### src/rtl/decoder_addr_seq.sv
// Address stepper driving the 3-to-8 decoder selects {a,b,c}, with up/down, single/continuous scans and a per-address dwell.
// Optional skip mask enabled by defining DECODER_ADDR_SEQ_SKIP_MASK_EN.
module decoder_addr_seq #(
    parameter int DWELL_CYCLES = 4,
    parameter int CNT_W        = 8
) (
    input  logic       clk,
    input  logic       rst,
    input  logic       start,
    input  logic       stop,
    input  logic       up_dn,
    input  logic       mode,
`ifdef DECODER_ADDR_SEQ_SKIP_MASK_EN
    input  logic [7:0] skip_mask,
`endif
    output logic       a,
    output logic       b,
    output logic       c,
    output logic       busy,
    output logic       done,
    output logic       step
);

    typedef enum logic [1:0] {IDLE, DWELL, DONE} state_t;

    localparam logic [CNT_W-1:0] TERM = CNT_W'(DWELL_CYCLES - 1);

    state_t           state;
    logic [2:0]       addr;
    logic [CNT_W-1:0] cnt;
    logic             dir;
    logic             wrap;
    logic [7:0]       mask;
    logic [7:0]       mask_q;

`ifdef DECODER_ADDR_SEQ_SKIP_MASK_EN
    assign mask = skip_mask;
`else
    assign mask   = 8'h00;
    assign mask_q = 8'h00;
`endif

    assign {a, b, c} = addr;

    // First unmasked address at the start end of the scan.
    function automatic logic [2:0] first_addr(input logic d, input logic [7:0] m);
        logic [2:0] r;
        r = 3'd0;
        for (int i = 0; i < 8; i++) begin
            if (d && !m[7-i]) r = 3'(7 - i);
            if (!d && !m[i])  r = 3'(i);
        end
        return r;
    endfunction

    // True when no unmasked address remains beyond cur in the scan direction.
    function automatic logic is_last(input logic [2:0] cur, input logic d, input logic [7:0] m);
        logic r;
        r = 1'b1;
        for (int i = 0; i < 8; i++)
            if (!m[i] && (d ? (3'(i) > cur) : (3'(i) < cur))) r = 1'b0;
        return r;
    endfunction

    // Nearest unmasked address in the scan direction, modulo 8.
    function automatic logic [2:0] next_addr(input logic [2:0] cur, input logic d, input logic [7:0] m);
        logic [2:0] r;
        logic [2:0] cand;
        r = cur;
        for (int k = 7; k >= 1; k--) begin
            cand = d ? cur + 3'(k) : cur - 3'(k);
            if (!m[cand]) r = cand;
        end
        return r;
    endfunction

    always_ff @(posedge clk) begin
        if (rst) begin
            state <= IDLE;
            addr  <= 3'd0;
            cnt   <= '0;
            dir   <= 1'b0;
            wrap  <= 1'b0;
            busy  <= 1'b0;
            done  <= 1'b0;
            step  <= 1'b0;
`ifdef DECODER_ADDR_SEQ_SKIP_MASK_EN
            mask_q <= 8'h00;
`endif
        end else begin
            done <= 1'b0;
            step <= 1'b0;
            case (state)
                IDLE: begin
                    if (start && !stop) begin
                        dir  <= up_dn;
                        wrap <= mode;
                        cnt  <= '0;
`ifdef DECODER_ADDR_SEQ_SKIP_MASK_EN
                        mask_q <= mask;
`endif
                        if (&mask) begin
                            // nothing to visit: report completion straight away
                            state <= DONE;
                            done  <= 1'b1;
                        end else begin
                            state <= DWELL;
                            busy  <= 1'b1;
                            addr  <= first_addr(up_dn, mask);
                        end
                    end
                end
                DWELL: begin
                    if (stop) begin
                        state <= IDLE;
                        busy  <= 1'b0;
                        cnt   <= '0;
                    end else if (cnt == TERM) begin
                        cnt <= '0;
                        if (is_last(addr, dir, mask_q) && !wrap) begin
                            state <= DONE;
                            busy  <= 1'b0;
                            done  <= 1'b1;
                        end else begin
                            addr <= next_addr(addr, dir, mask_q);
                            step <= 1'b1;
                        end
                    end else begin
                        cnt <= cnt + 1'b1;
                    end
                end
                default: state <= IDLE;
            endcase
        end
    end

endmodule
### config.mk
export PLATFORM = sky130hd
export DESIGN_NAME = decoder_addr_seq
export DESIGN_NICKNAME = d
export VERILOG_FILES = /design/src/rtl/decoder_addr_seq.sv
export SDC_FILE = /design/constraint.sdc
export NUM_CORES = 1
export LEC_CHECK = 0
export BUFFER_PORTS_ARGS = -buffer_cell sky130_fd_sc_hd__buf_2
export CAP_MARGIN = 20
export CORE_MARGIN = 2
export CORE_UTILIZATION = 50
export CTS_BUF_LIST = sky130_fd_sc_hd__clkbuf_8
export CTS_CLUSTER_SIZE = 25
export DETAILED_ROUTE_END_ITERATION = 10
export PLACE_DENSITY = 0.68
export SLEW_MARGIN = 20
export SYNTH_ARGS = -nofsm -noshare
export SYNTH_HDL_FRONTEND = slang
export SYNTH_SLANG_ARGS = --single-unit
### constraint.sdc
create_clock -name clk -period 3.57 [get_ports clk]
set_clock_uncertainty 0.1 [all_clocks]
set_input_delay 0.1785 -clock clk [delete_from_list [all_inputs] [get_ports clk]]
set_output_delay 0.1785 -clock clk [all_outputs]
set_load 0.005 [all_outputs]
Word-level counts from Yosys, hierarchy flattened
Memory sizes are Yosys's and may differ from the RTL's. Cells that the tools add are included.

Register bits: 18. Latch bits: 0. Memory bits (writable): 0. ROM bits: 56. Output and inout bits: 6. Word-level logic and storage cells: 139. Memories kept: 7.

Memory list: (name not given) (words 8, bits a word 1, read ports 1, clocked after memory_dff 0, write ports 0, line 72) `if (!m[cand]) r = cand;`; (name not given) (words 8, bits a word 1, read ports 1, clocked after memory_dff 0, write ports 0, line 72); (name not given) (words 8, bits a word 1, read ports 1, clocked after memory_dff 0, write ports 0, line 72); (name not given) (words 8, bits a word 1, read ports 1, clocked after memory_dff 0, write ports 0, line 72); (name not given) (words 8, bits a word 1, read ports 1, clocked after memory_dff 0, write ports 0, line 72); (name not given) (words 8, bits a word 1, read ports 1, clocked after memory_dff 0, write ports 0, line 72); 1 more memories.

Add/sub/neg operators: 15. Multipliers: 0. Div/mod/pow operators: 0. Order comparisons: 23. Eq/ne operators: 9. Shift-type cells: 0. Muxes and demuxes: 63. Bitwise operators: 2. Reduce and logical (&&, ||, !) cells: 12.

Operator list (count): $mux 3 (19); $mux 1 (33); $lt 3x4->1 const B (7); $mux 8 (3); $pmux 8 s2 (1); $add 3x3->3 const B (4); $gt 3x3->1 const A (4); $lt 3x3->1 const A (4); $sub 3x3->3 const B (4); $add 8x1->8 const B (1); $eq 8x2->1 const B (1); $mux 2 (4); $ne 2x2->1 const B (4); $ne 8x8->1 const B (1); $add 3x2->3 const B (2); $gt 1x3->1 const A (2); $gt 2x3->1 const A (2); $lt 1x3->1 const A (2); $lt 2x3->1 const A (2); $ne 3x3->1 const B (2); $pmux 3 s2 (1); $reduce_and 6->1 (1); $sub 3x2->3 const B (2); $pmux 2 s2 (1); other kinds (13) (17).

Depth between registers and ports, before layout
Depth in word-level cells: 19. Depth in mapped cells: 6. Gate-level depth less buffers: 6.

Least setup slack after synthesis
OpenSTA, ideal clock, no wires.

Path type: flip-flop to flip-flop. From: register dir. To: register addr[2]. Setup time: 0.123 ns. Arrival: 1.557 ns. Required time: 3.347 ns. Slack: 1.790 ns. Cell stages (with the launch flop): 5. Buffers on the path: 0. Period minus slack after synthesis: 1.780 ns. Cell sequence: dfxtp_1 -> or4_1 -> a21o_2 -> a21oi_2 -> mux2_1.

Longest elaborated chain between the ends: 16.

Ends and longest elaborated chain: start, declared (line 31) `logic dir;`; start signal, assigned (line 96) `dir <= up_dn;`; $mux 1 (9 in series) (line 61) `if (!m[i] && (d ? (3'(i) > cur) : (3'(i) < cur))) r = 1'b0;`; $mux 1 (line 118) `end else if (cnt == TERM) begin`; $mux 1 (line 114) `if (stop) begin`; $mux 1 (line 93) `case (state)`; $mux 1 (line 78) `if (rst) begin`; $logic_and 1x1->1 (line 120) `if (is_last(addr, dir, mask_q) && !wrap) begin`; $ne 2x2->1 (no source line); $reduce_and 6->1 (no source line); end signal, assigned (line 109) `addr <= first_addr(up_dn, mask);`; end signal, assigned (line 125) `addr <= next_addr(addr, dir, mask_q);`; end, declared (line 29) `logic [2:0] addr;`.

Parallel ways exist; a longest one is shown, timed or not. The select of a mux whose other input is x is not followed. A chain may end at the register's enable or synchronous reset.

Worst setup path after layout
From: register cnt[0]. To: register addr[2].

Longest elaborated chain between the ends: 3.

Ends and longest elaborated chain: start, declared (line 30) `logic [CNT_W-1:0] cnt;`; start signal, assigned (line 129) `cnt <= cnt + 1'b1;`; $eq 8x2->1 (line 118); $ne 2x2->1 (no source line); $reduce_and 6->1 (no source line).

No other way between the ends.

==> run metrics <==
status=complete, no violations; Max Root-Sink Buffers=2; Logic pwr share=12.5%; design area=~0.0011 mm2; Max-Slew Margin vs Limit=50.2%; RSZ-0062 raised after global routing=false; setup TNS=0 ns; Fillers=approximately 150; R2R Setup Slk=1.61 ns; vias per inst=5.63; Die W=47.3 um; share of synthesized registers carrying an async set or reset=0%; Net Sw Power=between 0.1 and 0.15 mW; CTS buffer count=3; Post-synth EDFFs=0; Slew Limit Fails=0; clock power share=between 30% and 40%; CP max-delay cell=nor4b_1; RR Startpoint=cnt[0]; multi-input logic area=roughly 550 um2; Crit Reg-Reg Endpoint=addr[2]; gr usage total=just under 20%; Chip Height=~47 um; Commonest cells post-synth=dfxtp_1 (18), nand2_1 (10), nor2_1 (10), a21oi_1 (8), inv_1 (6); DP Wirelength=around 1400 um; Core Box Area=roughly 0.0017 mm2; top-count cell post-synth=dfxtp_1; H-tree depth=1; ANT cells=0; Area contributors post-synth=dfxtp_1 (38%), ha_1 (6.7%), a21oi_1 (4.3%); CTS Root Cell=clkbuf_8; CTS Sinks=18; dpl ws=about 1.7 ns; worst path bufs/invs=0; RePlAce Congestion=about 0.86; synth-to-layout area growth=14.1%; Sequential Power Share=approximately half; final hold vios=0; CTS Hold Bufs=0; CP max stage delay=0.43 ns; HP Class=in -> reg; routed len/inst=12.9 um; max cap viols=0; # DRC=0; initial antenna violation count=0; fin crit period=roughly 2.0 ns; Mapped Area=around 940 um2; TritonCTS clock tree=yes; via count=~800; post-synthesis average cell area=8.69 um2; Port Buffers=11; Hold Crit Start=mode; family with the most delay on the worst path=simple AND/OR/NAND/NOR gates; Synth cell types=39; cell taking the most area after synthesis=dfxtp_1; # IOs=12; Hold EP=wrap; worst endpoint required time=~3.6 ns; largest net degree at the start of global routing=14; Synth Flop Type=dfxtp_1; Layout Nets=around 130; crit path DAT=roughly 2.0 ns; global route total overflow=0; PostCTS Resize Cnt=0; Internal=approximately 0.33 mW; # setup viols final=0; R2R depth=5; Setup WS post-layout=~1.6 ns; CP Launch Type=flop; Seq. cell area=360 um2; peak supply drop=roughly 0.21 mV; Final ANT Viol Nets=0; Sw Share=24.4%; row count=15; initial drt markers=27; worst hold stages=3; Starting Density=a little over half; crit path from=cnt[0]; PwrDens=approximately 400 mW/mm2; DRT Wirelength=around 1900 um; syn_nets=~120; first-pass GRT wire length=between 3000 and 4000 um; Post-DP Area=0.00102 mm2; # Post-CTS Setup Buffers=0; Seq/Total Area, Yosys=around two fifths; final worst-path cycle share=between 50% and 60%; vias in the first global route=660; Pleak=between 0.4 and 0.5 nW; CP endpoint kind=flop; die area=0.00224 mm2; Clock Latency Late Sink=0.25 ns; fmax=about 510 MHz; YS warnings=0; first-pass detailed-route iteration total=4; critical-path cell list=ha_1, nor4b_1, and3_1, a21oi_2, mux2_1; layout cells sized above 1=between 15 and 20%; Synth top area share=just under 40%; worst-margin pin slew=0.742 ns; cells after synthesis=roughly 110; Synth Register Bits=18; crit-path max FO=4; CP Class=reg -> reg; Worst-path clk slew=~0.070 ns
==> flip-flops by register name (all words and copies together), names as in the netlist <==
| signal | cells |
|---|---|
| step | 1 |
| busy | 1 |
| cnt | 8 |
| dir | 1 |
| done | 1 |
| wrap | 1 |
| state | 2 |
| addr | 3 |
==> placed cells by master (no fill, tap or decap), types with 3 or more instances in the layout <==
cell type and n:
a21oi_1 8, buf_2 11, clkbuf_8 4, dfxtp_1 18, ha_1 5, inv_1 6, nand2_1 10, nand4_1 3
nor2_1 10, o21ai_0 3, or4_1 3, xor2_1 4
==> power groups by stage <==
stage | clock network (mW) | registers (mW) | logic [mW]
floorplan | 0 | 0.217 | 0.0400
global placement | 0 | 0.219 | 0.0535
detailed placement | 0 | 0.219 | 0.0538
CTS | 0.171 | 0.214 | 0.0545
global route | 0.178 | 0.215 | 0.0618
finish | 0.166 | 0.214 | 0.0544
==> how the worst max path moves through the flow <==
stage,end,cells past startpoint
after floorplan,addr[2],4
after global placement,addr[2],5
after detailed placement,addr[2],5
after CTS,addr[2],5
after global routing,cnt[0],5
final,addr[2],5
==> metrics by stage <==
stage | util [%] | hold slack, ns | power, mW | instances
4_1_cts | 61.4 | 0.0752 | 0.439 | 146
3_5_place_dp | 58.2 | 0.341 | 0.272 | 142
5_1_grt | 61.4 | 0.109 | 0.455 | 146
6_report | 61.4 | 0.0722 | 0.434 | 146
2_1_floorplan | - | 0.210 | 0.257 | 108
3_3_place_gp | 58.2 | 0.324 | 0.272 | 142
==> tightest hold or removal path: cells and delay by family <==
kind / cells / cell delay (ns)
buffers and inverters: 1 / 0.10
and+or+nand+nor: 1 / 0.05
AOI/OAI and AO/OA: 1 / 0.05
==> layer usage <==
layer	track usage (%)	routed length, um	vias to the layer above
met5	0	0	-
met4	3.33	0	0
li1	-	-	426
met3	3.46	140	0
met1	33.9	1010	363
met2	24.6	734	33
==> kinds of logic (layout without fill, tap and decap cells) <==
| kind of cell | after synthesis | count (layout) | synth area share (%) |
|---|---|---|---|
| AND/OR/NAND/NOR | 43 | 43 | 24.9 |
| AO/OA/AOI/OAI | 27 | 27 | 19.9 |
| flip-flops | 18 | 18 | 38.4 |
| buffers and inverters | 8 | 21 | 3.33 |
| XOR/XNOR | 6 | 6 | 5.60 |
| adder cells (fa/ha/maj) | 5 | 5 | 6.67 |
| multiplexers | 1 | 1 | 1.20 |
==> area by class of cell <==
class                           count  area share (%)
Clock buffer                        4            5.14
Tap cell                           25            2.92
Multi-Input combinational cell     82            51.1
Sequential cell                    18            33.6
Inverter                            6            2.10
Timing Repair Buffer               11            5.14
Power figures use the tool's default switching activity.
